`config.mk`:
```
export PLATFORM = sky130hd
export DESIGN_NAME = eight_bit_wallace_mac_accumulator
export DESIGN_NICKNAME = d
export VERILOG_FILES = /design/src/rtl/eight_bit_wallace_mac_accumulator_pkg.sv /design/src/rtl/eight_bit_wallace_tree_multiplier.sv /design/src/rtl/eight_bit_wallace_mac_accumulator.sv
export SDC_FILE = /design/constraint.sdc
export NUM_CORES = 1
export LEC_CHECK = 0
export ABC_AREA = 1
export CORE_MARGIN = 2
export CORE_UTILIZATION = 30
export DETAILED_ROUTE_END_ITERATION = 8
export SLEW_MARGIN = 20
export SYNTH_ARGS = -nofsm -noshare
export SYNTH_HDL_FRONTEND = slang
export SYNTH_SLANG_ARGS = --single-unit
```
`constraint.sdc`:
```
create_clock -name clk -period 5.3 [get_ports clk]
set_input_delay 0.53 -clock clk [delete_from_list [all_inputs] [get_ports clk]]
set_output_delay 0.53 -clock clk [all_outputs]
set_load 0.02 [all_outputs]
```
`src/rtl/eight_bit_wallace_mac_accumulator_pkg.sv`:
```
// Shared definitions for the Wallace tree multiply-accumulate stage.
// Holds the controller state encoding, term-counter sizing, product width
// and the 3:2 carry-save compressor used by the multiplier reduction layers.
package eight_bit_wallace_mac_accumulator_pkg;

   typedef enum logic [1:0] {
      IDLE  = 2'd0,
      ACCUM = 2'd1,
      DRAIN = 2'd2,
      DONE  = 2'd3
   } mac_state_t;

   localparam int TERM_CNT_W = 9;
   localparam int MAX_TERMS  = 256;
   localparam int PROD_W     = 16;

   // One carry-save layer output: a sum word and a carry word that is
   // already shifted into its destination column.
   typedef struct packed {
      logic [PROD_W-1:0] sum;
      logic [PROD_W-1:0] carry;
   } csa_out_t;

   // Word-wide 3:2 compressor. The carry dropped out of the top column is
   // never set because every 8x8 product fits in PROD_W bits.
   function automatic csa_out_t csa(input logic [PROD_W-1:0] x,
                                    input logic [PROD_W-1:0] y,
                                    input logic [PROD_W-1:0] z);
      csa_out_t          r;
      logic [PROD_W-1:0] maj;
      maj     = (x & y) | (x & z) | (y & z);
      r.sum   = x ^ y ^ z;
      r.carry = {maj[PROD_W-2:0], 1'b0};
      return r;
   endfunction

endpackage

```
`src/rtl/eight_bit_wallace_tree_multiplier.sv`:
```
// Purely combinational 8x8 -> 16 unsigned multiplier.
// Eight partial-product rows are reduced 8 -> 6 -> 4 -> 3 -> 2 through
// carry-save layers, then one carry-propagate add produces the product.
// Ports:
//   a, b     in  8   unsigned operands
//   product  out 16  a * b
module eight_bit_wallace_tree_multiplier
   import eight_bit_wallace_mac_accumulator_pkg::*;
(
   input  logic [7:0]        a,
   input  logic [7:0]        b,
   output logic [PROD_W-1:0] product
);

   logic [PROD_W-1:0] pp [8];
   csa_out_t          l1_0, l1_1, l2_0, l2_1, l3, l4;

   // Partial-product generation: row i is a gated by b[i], shifted by i.
   always_comb begin
      for (int i = 0; i < 8; i++) begin
         pp[i] = {8'd0, (a & {8{b[i]}})} << i;
      end
   end

   // Layer 1: 8 rows -> 6 rows.
   assign l1_0 = csa(pp[0], pp[1], pp[2]);
   assign l1_1 = csa(pp[3], pp[4], pp[5]);
   // Layer 2: 6 rows -> 4 rows.
   assign l2_0 = csa(l1_0.sum, l1_0.carry, l1_1.sum);
   assign l2_1 = csa(l1_1.carry, pp[6], pp[7]);
   // Layer 3: 4 rows -> 3 rows.
   assign l3   = csa(l2_0.sum, l2_0.carry, l2_1.sum);
   // Layer 4: 3 rows -> 2 rows.
   assign l4   = csa(l3.sum, l3.carry, l2_1.carry);

   assign product = l4.sum + l4.carry;

endmodule

```
`src/rtl/eight_bit_wallace_mac_accumulator.sv`:
```
// Multiply-accumulate stage: accepts num_terms operand pairs over a
// valid/ready handshake, registers each Wallace tree product, sums it into
// an ACC_W-bit accumulator and offers the total on a valid/ready port.
// Ports:
//   clk, rst_n           clock, asynchronous active-low reset
//   start, num_terms     begin a run of num_terms (0..256) pairs, IDLE only
//   abort                cancel the current run
//   in_valid, in_ready   operand handshake for a, b
//   out_valid, out_ready result handshake for result
//   overflow             sticky carry-out flag for the run
//   busy                 high whenever the controller is not IDLE
module eight_bit_wallace_mac_accumulator
   import eight_bit_wallace_mac_accumulator_pkg::*;
#(
   parameter int ACC_W    = 24,
   parameter bit SATURATE = 1'b1
)
(
   input  logic                  clk,
   input  logic                  rst_n,
   input  logic                  start,
   input  logic [TERM_CNT_W-1:0] num_terms,
   input  logic                  abort,
   input  logic                  in_valid,
   output logic                  in_ready,
   input  logic [7:0]            a,
   input  logic [7:0]            b,
   output logic                  out_valid,
   input  logic                  out_ready,
   output logic [ACC_W-1:0]      result,
   output logic                  overflow,
   output logic                  busy
);

   mac_state_t            state, state_next;
   logic [TERM_CNT_W-1:0] remaining, remaining_next;
   logic [PROD_W-1:0]     product, prod_q;
   logic                  prod_vld, prod_vld_next;
   logic [ACC_W-1:0]      acc, acc_next;
   logic                  overflow_next;
   logic [ACC_W:0]        sum_ext;
   logic                  load_run, abort_eff, accept_eff;

   eight_bit_wallace_tree_multiplier u_mult (
      .a       (a),
      .b       (b),
      .product (product)
   );

   // abort outranks both the operand accept and the result handshake.
   assign abort_eff  = abort & (state != IDLE);
   assign accept_eff = in_valid & in_ready & (state == ACCUM) & ~abort;
   assign sum_ext    = {1'b0, acc} + {{(ACC_W + 1 - PROD_W){1'b0}}, prod_q};
   assign result     = acc;

   // Next-state logic for the run controller.
   always_comb begin
      state_next = state;
      load_run   = 1'b0;
      case (state)
         IDLE: begin
            if (start) begin
               load_run   = 1'b1;
               state_next = (num_terms == {TERM_CNT_W{1'b0}}) ? DONE : ACCUM;
            end else begin
               state_next = IDLE;
            end
         end
         ACCUM: begin
            if (abort) begin
               state_next = IDLE;
            end else if (accept_eff && (remaining == TERM_CNT_W'(1))) begin
               state_next = DRAIN;
            end else begin
               state_next = ACCUM;
            end
         end
         DRAIN: begin
            if (abort) begin
               state_next = IDLE;
            end else begin
               state_next = DONE;
            end
         end
         DONE: begin
            if (abort || (out_valid && out_ready)) begin
               state_next = IDLE;
            end else begin
               state_next = DONE;
            end
         end
         default: state_next = IDLE;
      endcase
   end

   // Next values for term counter, product-valid flag and accumulator.
   always_comb begin
      remaining_next = remaining;
      prod_vld_next  = 1'b0;
      acc_next       = acc;
      overflow_next  = overflow;
      if (load_run) begin
         remaining_next = num_terms;
         acc_next       = {ACC_W{1'b0}};
         overflow_next  = 1'b0;
      end else if (abort_eff) begin
         // result and overflow freeze; the pending product is discarded
         prod_vld_next = 1'b0;
      end else begin
         if (prod_vld) begin
            if (sum_ext[ACC_W]) begin
               overflow_next = 1'b1;
               acc_next      = SATURATE ? {ACC_W{1'b1}} : sum_ext[ACC_W-1:0];
            end else begin
               acc_next = sum_ext[ACC_W-1:0];
            end
         end else begin
            acc_next = acc;
         end
         if (accept_eff) begin
            remaining_next = remaining - TERM_CNT_W'(1);
            prod_vld_next  = 1'b1;
         end else begin
            remaining_next = remaining;
         end
      end
   end

   // State, datapath and registered handshake/status outputs.
   always_ff @(posedge clk or negedge rst_n) begin
      if (!rst_n) begin
         state     <= IDLE;
         remaining <= {TERM_CNT_W{1'b0}};
         prod_q    <= {PROD_W{1'b0}};
         prod_vld  <= 1'b0;
         acc       <= {ACC_W{1'b0}};
         overflow  <= 1'b0;
         in_ready  <= 1'b0;
         out_valid <= 1'b0;
         busy      <= 1'b0;
      end else begin
         state     <= state_next;
         remaining <= remaining_next;
         prod_vld  <= prod_vld_next;
         acc       <= acc_next;
         overflow  <= overflow_next;
         in_ready  <= (state_next == ACCUM) && (remaining_next != {TERM_CNT_W{1'b0}});
         out_valid <= (state_next == DONE);
         busy      <= (state_next != IDLE);
         if (accept_eff) begin
            prod_q <= product;
         end else begin
            prod_q <= prod_q;
         end
      end
   end

endmodule

```
After elaboration in Yosys (flattened, before gate mapping) --
Cells that the tools add are included.
Storage, ports and cells: register bits 56, output and inout bits 28
Cells by class: add/sub/neg operators 3, eq/ne operators 7, multiplexer cells 23, bitwise logic cells 55, reductions and logical operators 13
Operator list (number):
- $and A15 B15 Y15 | 10
- $or A15 B15 Y15 | 10
- $mux W24 | 4
- $xor A16 B16 Y16 | 6
- $and A8 B8 Y8 | 8
- $mux W9 | 3
- $add A24 B16 Y25 | 1
- $add A16 B16 Y16 | 1
- $xor A16 B14 Y16 | 1
- $xor A16 B15 Y16 | 1
- $and A14 B15 Y15 | 1
- $and A15 B14 Y15 | 1
- $or A15 B10 Y15 | 1
- $or A15 B13 Y15 | 1
- $and A11 B13 Y13 | 1
- $and A12 B13 Y13 | 1
- $xor A12 B13 Y13 | 1
- $and A11 B12 Y12 | 1
- $mux W2 | 6
- $xor A11 B12 Y12 | 1
- $and A8 B10 Y10 | 1
- $and A9 B10 Y10 | 1
- $xor A9 B10 Y10 | 1
- $and A8 B9 Y9 | 1
- 18 further kinds | 37

Depth between registers and ports, before layout --
Gate-level depths: netlist (run 1).
depth in word-level cells 14, depth in mapped cells 17, mapped depth without buffers 16

Modules after synthesis --
From an unflattened synthesis (run 1), not the netlist that was laid out.
Unflattened totals: cell total of the unflattened synthesis 827, area total of the unflattened synthesis 5706.7 µm²
Modules (own cells, without submodules):
- eight_bit_wallace_mac_accumulator | instances 1, cells an instance 517, area an instance 3628.5 µm²
- eight_bit_wallace_tree_multiplier | instances 1, cells an instance 310, area an instance 2078.2 µm²

Least setup slack after synthesis (run 1) --
Ideal clock, no wire load.
path type in2reg, start point in b[0], end point reg prod_q[14], data arrival time 4192 ps, data required time 5183 ps, setup slack 991 ps, stages on the path 15, buffers on the path 1, path through clkbuf_1 nand2_1 fa_1 fa_1 fa_1 fa_1 inv_1 ha_1 a21oi_1 o21ai_0 a21oi_1 o21ai_0 or2_2 nand3_1 nand2_1
On the way: word-level cells in the longest chain between the ends 14
Ends and longest elaborated chain:
- start, declared | RTL line eight_bit_wallace_mac_accumulator.sv:27 | input logic [7:0] b,
- $and A8 B8 Y8 (*) | RTL line eight_bit_wallace_tree_multiplier.sv:21 | pp[i] = {8'd0, (a & {8{b[i]}})} << i;
- $and A8 B9 Y9 / $and A8 B10 Y10 (equally long branches) | RTL line eight_bit_wallace_mac_accumulator_pkg.sv:31 | maj = (x & y) | (x & z) | (y & z);
- $or A15 B15 Y15 | RTL line eight_bit_wallace_mac_accumulator_pkg.sv:31
- $or A15 B10 Y15 | RTL line eight_bit_wallace_mac_accumulator_pkg.sv:31
- $and A15 B15 Y15 | RTL line eight_bit_wallace_mac_accumulator_pkg.sv:31
- $or A15 B15 Y15 (2 in a row) | RTL line eight_bit_wallace_mac_accumulator_pkg.sv:31
- $and A15 B15 Y15 | RTL line eight_bit_wallace_mac_accumulator_pkg.sv:31
- $or A15 B15 Y15 (2 in a row) | RTL line eight_bit_wallace_mac_accumulator_pkg.sv:31
- $and A15 B15 Y15 | RTL line eight_bit_wallace_mac_accumulator_pkg.sv:31
- $or A15 B15 Y15 (2 in a row) | RTL line eight_bit_wallace_mac_accumulator_pkg.sv:31
- $add A16 B16 Y16 (*) | RTL line eight_bit_wallace_tree_multiplier.sv:36 | assign product = l4.sum + l4.carry;
- end signal, assigned | RTL line eight_bit_wallace_mac_accumulator.sv:134 | prod_q <= {PROD_W{1'b0}};
- end signal, assigned | RTL line eight_bit_wallace_mac_accumulator.sv:151 | prod_q <= product;
- end signal, assigned | RTL line eight_bit_wallace_mac_accumulator.sv:153 | prod_q <= prod_q;
- end, declared | RTL line eight_bit_wallace_mac_accumulator.sv:37 | logic [PROD_W-1:0] product, prod_q;
Every way passes the cells marked *; elsewhere a longest branch is shown, timed or not. A chain may end at the register's enable or synchronous reset.

Final worst setup path (run 1) --
start point in b[3], end point reg prod_q[14]
On the way: word-level cells in the longest chain between the ends 13
Ends and longest elaborated chain:
- $and A8 B8 Y8 (*) | RTL line eight_bit_wallace_tree_multiplier.sv:21
- $xor A11 B12 Y12, or another cell as far along | RTL line eight_bit_wallace_mac_accumulator_pkg.sv:32 | r.sum = x ^ y ^ z;
- $xor A12 B13 Y13 / $or A15 B15 Y15 (equally long branches) | RTL line eight_bit_wallace_mac_accumulator_pkg.sv:32, eight_bit_wallace_mac_accumulator_pkg.sv:31
- $and A15 B15 Y15 / $or A15 B13 Y15 (equally long branches) | RTL line eight_bit_wallace_mac_accumulator_pkg.sv:31
- $or A15 B15 Y15 / $xor A16 B14 Y16 (equally long branches) | RTL line eight_bit_wallace_mac_accumulator_pkg.sv:31, eight_bit_wallace_mac_accumulator_pkg.sv:32
- $or A15 B15 Y15 / $xor A16 B15 Y16 (equally long branches) | RTL line eight_bit_wallace_mac_accumulator_pkg.sv:31, eight_bit_wallace_mac_accumulator_pkg.sv:32
- $and A15 B15 Y15 | RTL line eight_bit_wallace_mac_accumulator_pkg.sv:31
- $or A15 B15 Y15 (2 in a row) | RTL line eight_bit_wallace_mac_accumulator_pkg.sv:31
- $and A15 B15 Y15 | RTL line eight_bit_wallace_mac_accumulator_pkg.sv:31
- $or A15 B15 Y15 (2 in a row) | RTL line eight_bit_wallace_mac_accumulator_pkg.sv:31
- $add A16 B16 Y16 (*) | RTL line eight_bit_wallace_tree_multiplier.sv:36
Marked as above.

==> run metrics, run 1 <==
run status=finished, final reports clean; GRT Util Overall=0.146; initial antenna violation count=0; Synth area leaders=dfrtp_1 25%, nand2_1 16%, fa_1 14%; Cell Area, Placed=roughly 6500 sq um; Die Height=141 microns; Worst path max stage delay=slightly below 0.6 ns; CP max FO=8; starting density of the core=0.304; TritonRoute pass-1 iters=4; minimum clock period=4.65 ns; fmax=around 210 MHz; max cap viols=0; Worst path most repeated cell=fa_1; Vias/cell=4.67; Antenna Cells=0; I/O Pins=a little under 60; worst min path class=in2async; postcts setup bufs=0; filler instances=roughly 2000; VDD IR max=roughly 0.17 mV; Max stage delay cell, worst path=clkdlybuf4s50_1; Via Count=between 5000 and 6000; Antenna Nets Post-Route=0; Crit path required time=~5.5 ns; CP startpoint=b[3]; Fin Hold WS=approximately 0.35 ns; share of cells above drive strength 1=0.0452; Clock Pin Slew Worst Setup and Hold Paths=~0.080 ns; Post-Syn Nets=between 900 and 1000; RSZ-0062 raised after global routing=no; setup TNS=0 ns; DRC=0; fin. max-slew vios=0; remaining global-route overflow=0; reg-to-reg slack, setup=between 2 and 3 ns; Final HPWL DP=roughly 11000 microns; register area share after synthesis=0.247; PnR worst setup slack=roughly 0.65 ns; starting DRC count in detailed routing=208; Crit. End Element=flip-flop; reg2reg start=state[0]$_DFF_PN0_; critical path startpoint category=input pin; crit path to=prod_q[14]$_DFFE_PN0P_; number of H-tree levels=2; worst path cell trace=clkdlybuf4s50_1 -> nand2_1 -> inv_1 -> fa_1 -> inv_1 -> fa_1 -> fa_1 -> fa_1 -> inv_1 -> ha_1 -> a21oi_1 -> o21ai_0 -> a21oi_1 -> o21ai_0 -> or2_2 -> nand3_1 -> nand2_1; Synth Register Bits=56; CTS root buf=clkbuf_16; cts hold-fix bufs=0; Worst Setup Slack post-DPL=between 0.2 and 0.3 ns; Leak=0.00366 uW; reg-to-reg endpoint=result[11]$_DFFE_PN0P_; Num CTS Buffers=5; area grow syn2layout=16.9%; number of global-route vias before repair=between 4000 and 5000; final setup skew=between 0.003 and 0.004 ns; Longest Clk Path Bufs=2; cells after synthesis=between 700 and 800; leading area contributor after synthesis=dfrtp_1; Post-synth ARST share=1.00; cell area power density=roughly 300 nW/um^2; crit path DAT=between 4 and 5 ns; average instance area after synthesis=~7.1 sq um; Netlist cell types=34; Syn Std Cell Area=5670 sq um; die width=141 microns; relative max-transition margin=0.376; Post-synth EDFFs=0; largest net degree at the start of global routing=57; final WL=between 10000 and 15000 microns; Final Cycle Share=0.878; Tightest Pin Transition=between 0.9 and 1 ns; Port-buffer cells=just under 60; CTS tree=done; wire per inst=12.9 microns; Hold Vio Cnt, Final=0; critical path class=in2reg; Synthesis Warnings=0; Final setup viols=0; Finished Cell Area=roughly 6600 sq um; global placer's final weighted congestion=just under 0.9; worst skew pair latency=about 0.30 ns; std cell rows=50; CORE AREA=~19000 sq um; Clock Sinks=56; first-pass GRT wire length=approximately 24000 microns; Worst R2R Path Depth=8; share of the synthesized area in the top cell type=0.247; die area=~20000 sq um; Top FF cell, synth=dfrtp_1; Layout Nets=~950; post-CTS resize count=0
per-layer routing:
metal	track usage	up-vias	part of all wire
met3	0.0125	20	0.027
li1	-	2582	-
met4	0.0484	0	0.024
met5	0	-	0
met2	0.247	73	0.46
met1	0.198	2346	0.49
critical path, delay by kind of cell:
family | cells | cell delay [ns]
adders and majority gates | 5 | 2.42
buffers and inverters | 4 | 0.74
AOI/OAI and AO/OA | 4 | 0.62
and+or+nand+nor | 4 | 0.53
per-stage QoR:
step / utilization / total power (uW) / instances
6_report: 0.356 / 2000 / 1075
4_1_cts: 0.356 / 2030 / 1075
5_1_grt: 0.356 / 2210 / 1075
3_3_place_gp: 0.346 / 1600 / 1067
3_5_place_dp: 0.346 / 1620 / 1067
2_1_floorplan: - / 1360 / 798
placed cells by master, fill, tap and decap left out, types with 5 or more instances in the layout:
master	count
o21ai_2	5
nor2_1	42
dfrtp_1	56
clkbuf_16	5
ha_1	43
inv_2	7
inv_1	135
a21oi_1	37
nand3_1	60
o21bai_1	7
clkdlybuf4s50_1	57
buf_4	6
or2_2	7
o211ai_1	8
nand4_1	14
o21ai_0	25
nand2_1	242
xor2_1	8
fa_1	40
nor3_1	5
xnor2_1	7
cell type report:
class | count | area [sq um] | area share
inverter | 143 | 537 | 0.0810
clock inverter | 3 | 46.3 | 0.00698
multi-input combinational | 570 | 3610 | 0.544
clock buffer | 5 | 125 | 0.0189
tap | 234 | 293 | 0.0442
sequential | 56 | 1400 | 0.211
timing repair buffer | 64 | 621 | 0.0936
Yosys cell counts, drive strengths merged, types with 2 or more instances:
cell type	instances
nand2	243
inv	142
nand3	60
dfrtp	56
nor2	44
ha	43
fa	40
a21oi	37
o21ai	32
clkbuf	19
nand4	14
buf	10
o211ai	8
xor2	8
o21bai	7
or2	7
xnor2	7
nand3b	5
nor3	5
nor4	4
and3	2
power breakdown:
part	switching, uW	internal (uW)
Clock	169	225
Sequential	69.2	513
Combinational	615	409
registers in the layout (all words and copies together), names as in the netlist:
| name | flops |
|---|---|
| busy | 1 |
| in_ready | 1 |
| out_valid | 1 |
| overflow | 1 |
| prod_q | 16 |
| prod_vld | 1 |
| remaining | 9 |
| result | 24 |
| state | 2 |
kinds of logic after synthesis:
family	count (synthesis)	share of synthesized area
simple gates	384	0.287
buf+inv	172	0.117
compound gates	88	0.0894
fa+ha+maj	83	0.236
flops	56	0.247
xor+xnor	15	0.0232
how the worst min path moves through the flow:
stage / start / to / slack, ns / depth (start not counted)
4_1_cts: rst_n / remaining[7]$_DFF_PN0_ / 0.41 / 2
5_1_grt: rst_n / out_valid$_DFF_PN0_ / 0.45 / 2
2_1_floorplan: rst_n / busy$_DFF_PN0_ / 0.23 / 0
3_5_place_dp: prod_q[6]$_DFFE_PN0P_ / prod_q[6]$_DFFE_PN0P_ / 0.49 / 2
3_3_place_gp: prod_q[9]$_DFFE_PN0P_ / prod_q[9]$_DFFE_PN0P_ / 0.48 / 2
6_report: rst_n / busy$_DFF_PN0_ / 0.35 / 2
Note: power is estimated with default switching activity, not from simulation.
==> run 2: changes to the inputs <==
Settings changed: SLEW_MARGIN 20 to 5.
==> results of run 2 <==
The final DEF is identical to that of run 1; final timing and power are the same.
==> run 3: changes to the inputs <==
Settings changed: SYNTH_HIERARCHICAL set to 1.
==> run metrics, run 3 <==
average instance area after synthesis=6.90 sq um (was 7.11 sq um); Final Cycle Share=0.816 (was 0.878); critical path's top delay family=adder cells (unchanged); Worst path most repeated cell=nand2_1 (was fa_1); Top FF cell, synth=dfrtp_1 (unchanged); leading area contributor after synthesis=dfrtp_1 (unchanged); fin. max-slew vios=0 (unchanged); CP max FO=8 (unchanged); worst min path class=in2async (unchanged); setup TNS=0 ns (unchanged); die width=142 microns (was 141 microns); largest net degree at the start of global routing=57 (unchanged); Antenna Cells=0 (unchanged); Synth area leaders=dfrtp_1 25%, nand2_1 20%, fa_1 14% (was dfrtp_1 25%, nand2_1 16%, fa_1 14%); Longest Clk Path Bufs=2 (unchanged); max cap viols=0 (unchanged); run status=finished, final reports clean (unchanged); Psw=852 uW (was 853 uW); Tightest Pin Transition=0.723 ns (was 0.933 ns); starting DRC count in detailed routing=202 (was 208); most frequent cells in the layout=304 x nand2_1, 133 x inv_1, 62 x nand3_1 (was 242 x nand2_1, 135 x inv_1, 60 x nand3_1); commonest non-fill, non-tap cell in the layout=nand2_1 (unchanged); Final HPWL DP=10700 microns (was 11100 microns); TritonRoute pass-1 iters=4 (unchanged); number of H-tree levels=2 (unchanged); RSZ-0062 raised after global routing=no (unchanged); Int Power=1180 uW (was 1150 uW); Syn Std Cell Area=5710 sq um (was 5670 sq um); global routing usage on met1=0.192 (was 0.198); Netlist cell types=33 (was 34); critical path startpoint category=input pin (unchanged); CTS root buf=clkbuf_16 (unchanged); wire per inst=11.9 microns (was 12.9 microns); GR met3 Demand/Resource=0.0159 (was 0.0125); initial antenna violation count=0 (unchanged); crit path DAT=4.52 ns (was 4.85 ns); share of the synthesized area in the top cell type=0.246 (was 0.247); Clock power frac=0.211 (was 0.197); Vias/cell=4.51 (was 4.67); number of flip-flops in the largest register=24 (unchanged); multi-input logic area=3680 sq um (was 3610 sq um); Port-buffer cells=58 (unchanged); first-pass GRT wire length=23600 microns (was 23900 microns); sw frac=0.419 (was 0.426); Leak=0.00378 uW (was 0.00366 uW); worst path cell trace=clkdlybuf4s50_1 -> nand2_1 -> inv_1 -> fa_1 -> inv_1 -> fa_1 -> fa_1 -> inv_1 -> fa_1 -> ha_1 -> a21oi_1 -> nor2_1 -> nor2_1 -> nand2_1 -> nand2_1 -> nand2_1 -> nand2_1 -> nand2_1 (was clkdlybuf4s50_1 -> nand2_1 -> inv_1 -> fa_1 -> inv_1 -> fa_1 -> fa_1 -> fa_1 -> inv_1 -> ha_1 -> a21oi_1 -> o21ai_0 -> a21oi_1 -> o21ai_0 -> or2_2 -> nand3_1 -> nand2_1); number of global-route vias before repair=5035 (was 4976); VDD IR max=0.164 mV (was 0.165 mV); combinational share of power=0.503 (was 0.512); reg-to-reg slack, setup=2.90 ns (was 2.64 ns); Clock Sinks=56 (unchanged); Final setup viols=0 (unchanged); std cell rows=50 (unchanged); cells after synthesis=827 (was 798); Cell Area, Placed=6470 sq um (was 6460 sq um); final WL=13200 microns (was 13800 microns); DRC=0 (unchanged); global placer's final weighted congestion=0.889 (was 0.884); Crit. End Element=flip-flop (unchanged); critical path class=in2reg (unchanged); postcts setup bufs=0 (unchanged); Crit path buffers/inverters=4 (unchanged); final setup skew=0.00374 ns (was 0.00387 ns); Max stage delay cell, worst path=clkdlybuf4s50_1 (unchanged); reg2reg start=result[0]$_DFFE_PN0P_ (was state[0]$_DFF_PN0_); Post-synth EDFFs=0 (unchanged); post-CTS resize count=0 (unchanged); worst skew pair latency=0.30 ns (about the same); filler instances=1995 (was 2005); Worst R2R Path Depth=10 (was 8); reg-to-reg endpoint=result[18]$_DFFE_PN0P_ (was result[11]$_DFFE_PN0P_); Synth Register Bits=56 (unchanged); die area=20100 sq um (was 20000 sq um); Crit path required time=5.49 ns (was 5.50 ns); sequential share of power=0.286 (was 0.291); Via Count=4971 (was 5021); Hold Vio Cnt, Final=0 (unchanged); cell area power density=306 nW/um^2 (was 302 nW/um^2); Post-Syn Nets=941 (was 912); GRT Util Overall=0.142 (was 0.146); Num CTS Buffers=5 (unchanged); cts hold-fix bufs=0 (unchanged); area grow syn2layout=16.6% (was 16.9%); CTS tree=done (unchanged); remaining global-route overflow=0 (unchanged); Worst path max stage delay=0.59 ns (was 0.58 ns); Most Crowded Layer GR=met2 (unchanged); Synthesis Warnings=6 (was 0); met2 Use GR=0.242 (was 0.247); share of cells above drive strength 1=0.0391 (was 0.0452); register area share after synthesis=0.246 (was 0.247); relative max-transition margin=0.518 (was 0.376); Post-synth top cells=304 x nand2_1, 133 x inv_1, 62 x nand3_1 (was 242 x nand2_1, 135 x inv_1, 60 x nand3_1); register area=1400 sq um (unchanged); most frequent cell after synthesis=nand2_1 (unchanged); fmax=231 MHz (was 215 MHz); Die Height=142 microns (was 141 microns); I/O Pins=59 (unchanged); starting density of the core=0.305 (was 0.304); Clock Pin Slew Worst Setup and Hold Paths=0.07 ns (was 0.08 ns); Finished Cell Area=6660 sq um (was 6630 sq um); CORE AREA=18700 sq um (was 18600 sq um); minimum clock period=4.33 ns (was 4.65 ns); Antenna Nets Post-Route=0 (unchanged); Layout Nets=983 (was 954); Post-synth ARST share=1.00 (unchanged)
## run 3: cell types whose count changed after synthesis, sizes merged, moves of 3 or more
cell,previous run,this run
a21oi,37,32
and2,0,3
inv,142,135
nand2,243,310
nand3,60,64
nand3b,5,2
nand4,14,8
nor2,44,63
nor4,4,1
o211ai,8,2
o21ai,32,17
o21bai,7,0
or2,7,4
xnor2,7,4
## run 3: kinds of logic after synthesis
family,synth area share
buffers and inverters,0.110
AND/OR/NAND/NOR,0.338
adder cells (fa/ha/maj),0.235
AO/OA/AOI/OAI,0.0515
flip-flops,0.246
XOR/XNOR,0.0200
## run 3: layout make-up
type                            instances  share of cell area
Clock buffer                            5              0.0188
Clock inverter                          2             0.00902
Inverter                              135              0.0765
Multi-Input combinational cell        611               0.552
Sequential cell                        56               0.211
Tap cell                              234              0.0440
Timing Repair Buffer                   60              0.0887
## run 3: power groups by stage
stage	Combinational, uW	Sequential [uW]	Clock (uW)
global route	1210	595	455
global placement	1020	590	0
finish	1020	581	429
floorplan	790	582	0
CTS	1040	582	439
detailed placement	1030	590	0
## run 3: worst max-delay path by stage
stage	from	to	slack (ns)	cells past startpoint
after global placement	b[5]	prod_q[13]$_DFFE_PN0N_	0.66	18
after detailed placement	b[5]	prod_q[14]$_DFFE_PN0N_	0.62	18
after floorplan	b[5]	prod_q[12]$_DFFE_PN0N_	1.31	18
after global routing	b[5]	prod_q[14]$_DFFE_PN0N_	0.58	18
after CTS	b[5]	prod_q[14]$_DFFE_PN0N_	0.94	18
final	a[5]	prod_q[12]$_DFFE_PN0N_	0.97	18
## run 3: metal layers
layer  vias to the layer above  part of all wire
met5                         -                 0
met4                         0             0.016
met3                        12             0.022
met2                        68              0.46
met1                      2271              0.50
li1                       2620                 -
## run 3: through the flow
step / cells / utilization / setup WS (ns) / total power, uW / hold slack (ns)
after detailed placement: 1096 / 0.346 / 0.619 / 1620 / 0.464
after global routing: 1103 / 0.356 / 0.577 / 2260 / 0.443
after CTS: 1103 / 0.356 / 0.939 / 2060 / 0.405
final: 1103 / 0.356 / 0.975 / 2030 / 0.367
after floorplan: 827 / - / 1.31 / 1370 / 0.234
after global placement: 1096 / 0.346 / 0.664 / 1610 / 0.466
## run 3: worst register-to-register path: cells and delay by family, from the launching register on
| kind | cells | cell delay, ns |
|---|---|---|
| fa+ha+maj | 2 | 0.64 |
| flops | 1 | 0.40 |
| simple gates | 5 | 0.80 |
| buf+inv | 1 | 0.07 |
| compound gates | 2 | 0.39 |
